[config.mk]
export PLATFORM = sky130hd
export DESIGN_NAME = nway_mux_pipe
export DESIGN_NICKNAME = d
export VERILOG_FILES = /design/src/rtl/nway_mux_pkg.sv /design/src/rtl/nway_mux_pipe_rr_arbiter.sv /design/src/rtl/nway_mux_pipe.sv
export SDC_FILE = /design/constraint.sdc
export NUM_CORES = 1
export LEC_CHECK = 0
export CAP_MARGIN = 10
export CORE_MARGIN = 3
export CORE_UTILIZATION = 40
export DETAILED_ROUTE_END_ITERATION = 6
export PLACE_DENSITY = 0.84
export REMOVE_ABC_BUFFERS = 1
export SETUP_SLACK_MARGIN = 0.02
export SYNTH_ARGS = -nofsm -noshare
export SYNTH_HDL_FRONTEND = slang
export SYNTH_SLANG_ARGS = --single-unit
[constraint.sdc]
create_clock -name clk -period 3.1 [get_ports clk]
set_input_delay 0.31 -clock clk [delete_from_list [all_inputs] [get_ports clk]]
set_output_delay 0.31 -clock clk [all_outputs]
set_load 0.02 [all_outputs]
[src/rtl/nway_mux_pkg.sv]
// Shared types for the N:1 flow-controlled mux: skid FSM states, grant mode,
// and the wrap-around increment used by the round-robin pointer.
package nway_mux_pkg;

   typedef enum logic [1:0] {EMPTY, ONE, FULL} skid_state_e;
   typedef enum logic {MODE_SEL, MODE_RR} mux_mode_e;

   function automatic int wrap_inc(input int idx, input int n);
      return (idx == n - 1) ? 0 : idx + 1;
   endfunction

endpackage

[src/rtl/nway_mux_pipe_rr_arbiter.sv]
// Round-robin arbiter: first requesting index at or above ptr, wrapping to 0.
module rr_arbiter #(
   parameter  int N  = 4,
   localparam int SW = $clog2(N)
) (
   input  logic [N-1:0]  req,
   input  logic [SW-1:0] ptr,
   output logic [SW-1:0] gnt_idx,
   output logic          gnt_any
);

   always_comb begin
      int idx;
      idx     = 0;
      gnt_idx = '0;
      gnt_any = 1'b0;
      for (int k = 0; k < N; k++) begin
         idx = (int'(ptr) + k) % N;
         if (!gnt_any && req[idx]) begin
            gnt_any = 1'b1;
            gnt_idx = SW'(idx);
         end
      end
   end

endmodule

[src/rtl/nway_mux_pipe.sv]
// N:1 mux with a 2-entry skid output stage (main + skid registers).
// Define NWAY_MUX_RR_EN to build the round-robin arbiter and honour mode.
module nway_mux_pipe
   import nway_mux_pkg::*;
#(
   parameter  int WIDTH  = 16,
   parameter  int NUM_IN = 4,
   localparam int SEL_W  = $clog2(NUM_IN)
) (
   input  logic                    clk,
   input  logic                    rst,
   input  logic [NUM_IN*WIDTH-1:0] in_data,
   input  logic [NUM_IN-1:0]       in_valid,
   output logic [NUM_IN-1:0]       in_ready,
   input  logic [SEL_W-1:0]        sel,
   input  logic                    mode,
   output logic [WIDTH-1:0]        out_data,
   output logic                    out_valid,
   input  logic                    out_ready,
   output logic [SEL_W-1:0]        out_src
);

   skid_state_e      state_q, state_d;
   logic [WIDTH-1:0] main_data_q, main_data_d, skid_data_q, skid_data_d;
   logic [SEL_W-1:0] main_src_q, main_src_d, skid_src_q, skid_src_d;

   logic [SEL_W-1:0] gnt;
   logic             gnt_vld;
   logic             sel_ok;
   logic [WIDTH-1:0] gnt_data;
   logic             push, pop;

   // Out-of-range selects grant nothing; gnt is clamped so the data slice stays in range.
   assign sel_ok = (int'(sel) < NUM_IN);

`ifdef NWAY_MUX_RR_EN
   mux_mode_e        mode_e;
   logic [SEL_W-1:0] rr_ptr_q, rr_ptr_d, rr_gnt;
   logic             rr_any;

   assign mode_e = mux_mode_e'(mode);

   rr_arbiter #(.N(NUM_IN)) u_rr (
      .req     (in_valid),
      .ptr     (rr_ptr_q),
      .gnt_idx (rr_gnt),
      .gnt_any (rr_any)
   );

   always_comb begin
      gnt     = '0;
      gnt_vld = 1'b0;
      if (mode_e == MODE_RR) begin
         gnt     = rr_gnt;
         gnt_vld = rr_any;
      end else if (sel_ok) begin
         gnt     = sel;
         gnt_vld = 1'b1;
      end
   end

   always_comb begin
      rr_ptr_d = rr_ptr_q;
      if (push && mode_e == MODE_RR) rr_ptr_d = SEL_W'(wrap_inc(int'(gnt), NUM_IN));
   end

   always_ff @(posedge clk or posedge rst) begin
      if (rst) rr_ptr_q <= '0;
      else     rr_ptr_q <= rr_ptr_d;
   end
`else
   logic unused_mode;
   assign unused_mode = mode;
   assign gnt         = sel_ok ? sel : '0;
   assign gnt_vld     = sel_ok;
`endif

   // Ready comes only from registered state, never from out_ready.
   always_comb begin
      in_ready = '0;
      if (!rst && gnt_vld && state_q != FULL) in_ready[gnt] = 1'b1;
   end

   assign push     = |(in_ready & in_valid);
   assign pop      = (state_q != EMPTY) && out_ready;
   assign gnt_data = in_data[gnt*WIDTH +: WIDTH];

   always_comb begin
      state_d     = state_q;
      main_data_d = main_data_q;
      main_src_d  = main_src_q;
      skid_data_d = skid_data_q;
      skid_src_d  = skid_src_q;
      unique case (state_q)
         EMPTY: if (push) begin
            state_d     = ONE;
            main_data_d = gnt_data;
            main_src_d  = gnt;
         end
         ONE: if (push && pop) begin
            main_data_d = gnt_data;
            main_src_d  = gnt;
         end else if (push) begin
            state_d     = FULL;
            skid_data_d = gnt_data;
            skid_src_d  = gnt;
         end else if (pop) begin
            state_d     = EMPTY;
         end
         FULL: if (pop) begin
            state_d     = ONE;
            main_data_d = skid_data_q;
            main_src_d  = skid_src_q;
         end
         default: state_d = EMPTY;
      endcase
   end

   always_ff @(posedge clk or posedge rst) begin
      if (rst) begin
         state_q     <= EMPTY;
         main_data_q <= '0;
         main_src_q  <= '0;
         skid_data_q <= '0;
         skid_src_q  <= '0;
      end else begin
         state_q     <= state_d;
         main_data_q <= main_data_d;
         main_src_q  <= main_src_d;
         skid_data_q <= skid_data_d;
         skid_src_q  <= skid_src_d;
      end
   end

   assign out_valid = (state_q != EMPTY);
   assign out_data  = main_data_q;
   assign out_src   = main_src_q;

endmodule

==> results of run 1 <==
[layer usage]
layer	global-route usage (%)	part of all wire, %	up-vias
met5	0	0	-
met4	4.05	0.66	0
met3	4.85	6.0	4
met2	30.0	50	57
met1	22.8	43	812
li1	-	-	761
[cells by family (layout without fill, tap and decap cells)]
kind of cell,Yosys count,in the layout
muxes,36,36
buffers and inverters,13,109
and+or+nand+nor,37,37
AOI/OAI and AO/OA,22,22
DFF,38,38
[sequential cells by signal (all words and copies together) (netlist names)]
register,flops
out_data,16
out_src,2
skid_data_q,16
skid_src_q,2
state_q,2
[layout by cell type (no fill, tap or decap)]
cell type        count
clkdlybuf4s50_1     95
dfrtp_1             38
o221a_1             18
mux4_2              14
or2_2               14
mux2_4              11
mux2_1               7
clkbuf_8             6
or2_1                5
nor2_1               4
buf_4                4
nand2_1              3
nor3b_1              2
mux4_1               2
nand3_1              2
nand2b_1             1
mux2i_2              1
or3_4                1
o2bb2ai_4            1
nor2b_4              1
nand2_2              1
nor2b_1              1
a22o_1               1
a21oi_1              1
clkinv_1             1
o311ai_0             1
nor4_1               1
and3_1               1
mux2_2               1
clkinv_2             1
clkinvlp_4           1
buf_12               1
[worst reg2reg max path: stages (launching register included)]
cell       delay [ns]
dfrtp_1          0.43
or3_4            0.40
o2bb2ai_4        0.17
nor2b_4          0.42
buf_12           0.20
mux2_1           0.33
[power groups by stage]
stage          Combinational [mW]  Clock (mW)  Sequential [mW]
5_1_grt                     0.771       0.387            0.822
3_5_place_dp                0.733           0            0.801
3_3_place_gp                0.716           0            0.792
6_report                    0.723       0.355            0.795
4_1_cts                     0.733       0.365            0.795
2_1_floorplan               0.303           0            0.877
[per-stage QoR]
| stage | cells | util, % |
|---|---|---|
| 2_1_floorplan | 134 | - |
| 3_3_place_gp | 304 | 61.1 |
| 3_5_place_dp | 304 | 61.1 |
| 4_1_cts | 312 | 62.9 |
| 5_1_grt | 312 | 62.9 |
| 6_report | 312 | 62.9 |
[how the worst max path moves through the flow]
stage / start / cells after the start / slack, ns / end
floorplan: state_q[1] / 4 / 1.21 / skid_data_q[7]
global placement: sel[1] / 6 / 0.67 / skid_data_q[5]
detailed placement: sel[1] / 6 / 0.63 / skid_data_q[3]
CTS: sel[0] / 4 / 0.70 / in_ready[3]
global route: sel[0] / 5 / 0.60 / in_ready[1]
finish: sel[0] / 4 / 0.73 / in_ready[3]
[layout make-up]
cell class	instances	area [sq um]	share of cell area, %
multi-input cells	95	1120	34.3
repair buffers	100	1000	30.8
flip-flops and latches	38	951	29.2
well taps	70	87.6	2.69
clock buffers	6	82.6	2.54
clock inverters	2	12.5	0.384
inverters	1	3.75	0.115
==> results.py, run 1 <==
metrics = {
    "placement": {
        "dp_hpwl_um": 3900,
        "pre_cts_ws_ns": 0.630,
        "port_buffers": 95,
        "place_congestion": 0.770,
        "dpl_cell_area_sq_um": 3160,
    },
    "clocking": {
        "h-tree-depth": 2,
        "numCtsBuffers": 5,
        "clkLatencyLatePin_ns": 0.29,
        "clk_pin_slew_ns": 0.07,
        "cts_buffer_depth": 2,
        "cts_resized": 0,
        "cts.sinks": 38,
        "cts_hold_buf": 0,
        "postCtsSetupRepairBufs": 0,
        "cts_tree": "built",
        "cts_root_buf": "clkbuf_8",
    },
    "timing": {
        "finalMaxSlewViolations": 0,
        "rsz0062_at_grt": "no",
        "fin_hold_ws_ns": 0.482,
        "setup_tns_ns": 0,
        "hold_viol": 0,
        "final-setup-viol-count": 0,
        "relSlewSlack_pct": 49.8,
        "fin_skew_ns": 0.00522,
        "worst_slack_ns": 0.731,
        "period_needed_ns": 2.37,
        "finalCritPeriodShare_pct": 76.4,
        "worst_slew_pin_slew_ns": 0.753,
        "max_freq_mhz": 422,
    },
    "final_layout": {
        "area_delta_synth_final_pct": 49.6,
        "layout.nets": 315,
        "layout-drive-gt1-share_pct": 24.0,
        "final_cell_area_sq_um": 3250,
        "fillers": 416,
        "num_antenna_cells": 0,
    },
    "pwr": {
        "p_sw_share_pct": 29.6,
        "clockPowerShare_pct": 19.0,
        "power_density_nw_per_um2": 576,
        "power_mw": 1.87,
        "ir_worst_vdd_mv": 0.283,
        "p_sw_uw": 554,
        "p_leak_nw": 1.25,
        "seqPwrFrac_pct": 42.4,
        "p_int_mw": 1.32,
        "p_comb_share_pct": 38.6,
    },
    "route": {
        "vias": 1634,
        "avgViaCountPerCell": 5.24,
        "dr.pass1.iters": 2,
        "post_drt_wl_per_cell_um": 17.1,
        "first_iter_violations": 97,
        "wl_um": 5340,
        "drc_errors": 0,
        "postRouteAntennaNets": 0,
    },
    "global_route": {
        "grt_max_degree": 39,
        "grtUsageTotal_pct": 17.8,
        "gr-total-overflow": 0,
        "grt_pass1_vias": 1782,
        "antenna_found_initial": 0,
        "grt_pass1_wl_um": 8710,
    },
    "logic_synthesis": {
        "synth-seq-cells": 38,
        "netlist_area_sq_um": 2180,
        "synth_top_family_by_area": "multiplexers",
        "synth.area.mux_share_pct": 29.3,
        "synth_compound_area_share_pct": 11.6,
        "synthTopCellsByArea": "dfrtp_1 (44%), mux4_2 (14%), o221a_1 (9.3%)",
        "yosysTopAreaCell": "dfrtp_1",
        "synthXorXnorAreaFrac_pct": 0,
        "synth.most_common_cell": "dfrtp_1",
        "synth_top_area_share_pct": 43.7,
        "syn-instance-count": 146,
        "synthDistinctLibCells": 31,
        "synth_ff_type": "dfrtp_1",
        "synth_area_per_cell_sq_um": 14.9,
        "yosysWarnings": 0,
        "synth_common_cells": "dfrtp_1 (38), o221a_1 (18), mux4_2 (14), or2_2 (14), mux2_4 (11)",
        "synthAdderAreaFrac_pct": 0,
        "synth-simple-area-share_pct": 10.4,
        "synth_edf_count": 0,
        "async_reset_ff_share_pct": 100,
        "yosysSeqAreaShare_pct": 43.7,
    },
    "die": {
        "coreArea_sq_um": 5170,
        "rows": 26,
        "die_w_um": 79.8,
        "pin_count": 97,
        "initial_utilization_pct": 42.1,
        "die_h_um": 79.8,
        "die-area_sq_um": 6360,
    },
    "critical_path": {
        "cp.buffers_inverters": 3,
        "r2r_end": "skid_data_q[3]",
        "critPathArrivalTime_ns": 2.06,
        "crit_type": "input pin to output pin",
        "crit_top_cell": "clkdlybuf4s50_1",
        "worst_path_largest_cell_delay_ns": 0.60,
        "cp-end-kind": "output pin",
        "worstSetupStartpointType": "input pin",
        "r2r_slack_ns": 1.05,
        "slowest_stage": "clkdlybuf4s50_1",
        "ff2ff_path_depth": 5,
        "crit_family": "buffers and inverters",
        "r2r_start": "state_q[1]",
        "cp_max_fo": 22,
        "crit_required_ns": 2.79,
        "path_cells": "clkdlybuf4s50_1 -> buf_4 -> and3_1 -> clkdlybuf4s50_1",
    },
    "worst_hold_path": {
        "hold_class": "flip-flop to flip-flop",
        "hold_end": "skid_data_q[0]",
        "min_from": "skid_data_q[0]",
        "min_path_cells": 1,
    },
    "job": {
        "max-cap-violations": 0,
    },
    "run_status": {
        "status": "complete, no violations",
    },
}
(Power assumes the default switching activity.)
==> run 2, diff against run 1 <==
--- a/config.mk
+++ b/config.mk
@@ -7,7 +7,7 @@
 export LEC_CHECK = 0
 export CAP_MARGIN = 10
 export CORE_MARGIN = 3
-export CORE_UTILIZATION = 40
+export CORE_UTILIZATION = 38
 export DETAILED_ROUTE_END_ITERATION = 6
 export PLACE_DENSITY = 0.84
 export REMOVE_ABC_BUFFERS = 1
==> constraint.sdc (replaced) <==
create_clock -name clk -period 2.1 [get_ports clk]
set_input_delay 0.21 -clock clk [delete_from_list [all_inputs] [get_ports clk]]
set_output_delay 0.21 -clock clk [all_outputs]
set_load 0.02 [all_outputs]
==> results.py, run 2 (synthesized netlist as in run 1, its figures left out) <==
metrics = {
    "run_status": {
        "status": "complete, no violations",
    },
    "global_route": {
        "grt_pass1_wl_um": 9100,
        "antenna_found_initial": 0,
        "grt_pass1_vias": 1905,
        "gr-total-overflow": 0,
        "grt_max_degree": 39,
        "grtUsageTotal_pct": 18.2,
    },
    "clocking": {
        "cts_tree": "built",
        "postCtsSetupRepairBufs": 0,
        "clkLatencyLatePin_ns": 0.29,
        "cts.sinks": 38,
        "numCtsBuffers": 5,
        "h-tree-depth": 2,
        "cts_buffer_depth": 2,
        "clk_pin_slew_ns": 0.07,
        "cts_root_buf": "clkbuf_8",
        "cts_hold_buf": 0,
    },
    "final_layout": {
        "area_delta_synth_final_pct": 53.2,
        "layout-drive-gt1-share_pct": 26.9,
        "final_cell_mix": "clkdlybuf4s50_1 (90), dfrtp_1 (38), o221a_1 (18)",
        "instances_no_fill": 319,
        "num_antenna_cells": 0,
        "layout.nets": 322,
        "fillers": 437,
        "layout.cells.most_common": "clkdlybuf4s50_1",
    },
    "critical_path": {
        "cp_max_fo": 10,
        "crit_type": "input pin to flip-flop",
        "critPathArrivalTime_ns": 2.04,
        "cp-end-kind": "flip-flop",
        "worstSetupStartpointType": "input pin",
        "crit_required_ns": 2.27,
    },
    "timing": {
        "final-setup-viol-count": 0,
        "hold_viol": 0,
        "relSlewSlack_pct": 67.5,
        "max_freq_mhz": 537,
        "rsz0062_at_grt": "no",
        "finalCritPeriodShare_pct": 88.7,
        "period_needed_ns": 1.86,
        "worst_slew_pin_slew_ns": 0.488,
        "fin_skew_ns": 0.00309,
        "finalMaxSlewViolations": 0,
    },
    "pwr": {
        "ir_worst_vdd_mv": 0.337,
        "p_leak_nw": 1.33,
        "power_mw": 2.87,
        "power_density_nw_per_um2": 861,
    },
    "die": {
        "pin_count": 97,
        "die-area_sq_um": 6670,
        "initial_utilization_pct": 40.8,
        "die_w_um": 81.7,
        "coreArea_sq_um": 5340,
        "rows": 26,
        "die_h_um": 81.7,
    },
    "placement": {
        "dp_hpwl_um": 4230,
        "port_buffers": 95,
        "place_congestion": 0.708,
        "place_inst": 311,
    },
    "worst_hold_path": {
        "hold_class": "flip-flop to flip-flop",
    },
    "route": {
        "avgViaCountPerCell": 5.20,
        "wl_um": 5550,
        "drc_errors": 0,
        "postRouteAntennaNets": 0,
        "post_drt_wl_per_cell_um": 17.4,
        "first_iter_violations": 64,
        "dr.pass1.iters": 4,
        "vias": 1658,
    },
    "job": {
        "max-cap-violations": 0,
    },
}
run 2: cell types whose count changed in the layout (fill, tap and decap cells not counted), moves of 2 or more:
cell / delta
buf_4: +6
clkdlybuf4s50_1: -5
dlygate4sd2_1: +2
dlymetal6s2s_1: +2
run 2: timing repair:
item                       4_1_cts  5_1_grt
setup endpoints to repair        2        2
gates cloned                     0        0
resized for setup                3        2
pin swaps                        0        0
run 2: cell type report:
| cell class | instances | area [sq um] | share of cell area, % |
|---|---|---|---|
| timing repair buffer | 107 | 1060 | 31.9 |
| multi-input combinational | 95 | 1120 | 33.6 |
| clock inverter | 3 | 40.0 | 1.20 |
| tap | 70 | 87.6 | 2.63 |
| sequential | 38 | 951 | 28.5 |
| clock buffer | 5 | 68.8 | 2.06 |
| inverter | 1 | 3.75 | 0.113 |
run 2: final timing paths:
path                       slack [ns]              to  cells after the start      startpoint
max in group asynchronous        1.19  skid_data_q[4]                      4             rst
min                              0.48  skid_data_q[1]                      1  skid_data_q[1]
max                              0.24  skid_data_q[7]                      6          sel[1]
min in group asynchronous        0.56      state_q[1]                      4             rst
max reg2reg                      0.27  skid_data_q[7]                      5      state_q[1]
min reg2reg                      0.48  skid_data_q[1]                      1  skid_data_q[1]
run 2: power breakdown:
group	switching, mW	internal (mW)	total (mW)
Sequential	0.156	1.02	1.18
Combinational	0.413	0.672	1.09
Clock	0.256	0.349	0.606
run 2: worst max-delay path, cell delays in order:
cell	delay (ns)
clkdlybuf4s50_1	0.55
nor3b_1	0.36
o2bb2ai_4	0.18
nor2b_4	0.23
buf_12	0.17
mux2_2	0.33
run 2: through the flow:
step           util, %   TNS, ns  hold slack (ns)  setup slack (ns)  area [sq um]
5_1_grt           62.5         0            0.516             0.185          3330
3_3_place_gp      60.3  -0.00988            0.460          -0.00919          3220
2_1_floorplan        -         0            0.276             0.207          2070
6_report          62.5         0            0.482             0.238          3330
4_1_cts           62.4         0            0.486            0.0304          3330
3_5_place_dp      60.3    -0.715            0.469           -0.0663          3220
run 2: metal layers:
layer / vias to the layer above / wire length, um / GRT usage, %
met5: - / 0 / 0
met4: 0 / 42 / 5.15
li1: 774 / - / -
met1: 811 / 2280 / 22.1
met3: 4 / 432 / 5.70
met2: 69 / 2790 / 31.2
==> run 3, diff against run 2 <==
--- a/config.mk
+++ b/config.mk
@@ -9,6 +9,7 @@
 export CORE_MARGIN = 3
 export CORE_UTILIZATION = 38
 export DETAILED_ROUTE_END_ITERATION = 6
+export HOLD_SLACK_MARGIN = 0.15
 export PLACE_DENSITY = 0.84
 export REMOVE_ABC_BUFFERS = 1
 export SETUP_SLACK_MARGIN = 0.02
==> results of run 3 <==
Same layout as run 2: the final DEF is identical, and so are final timing and power.
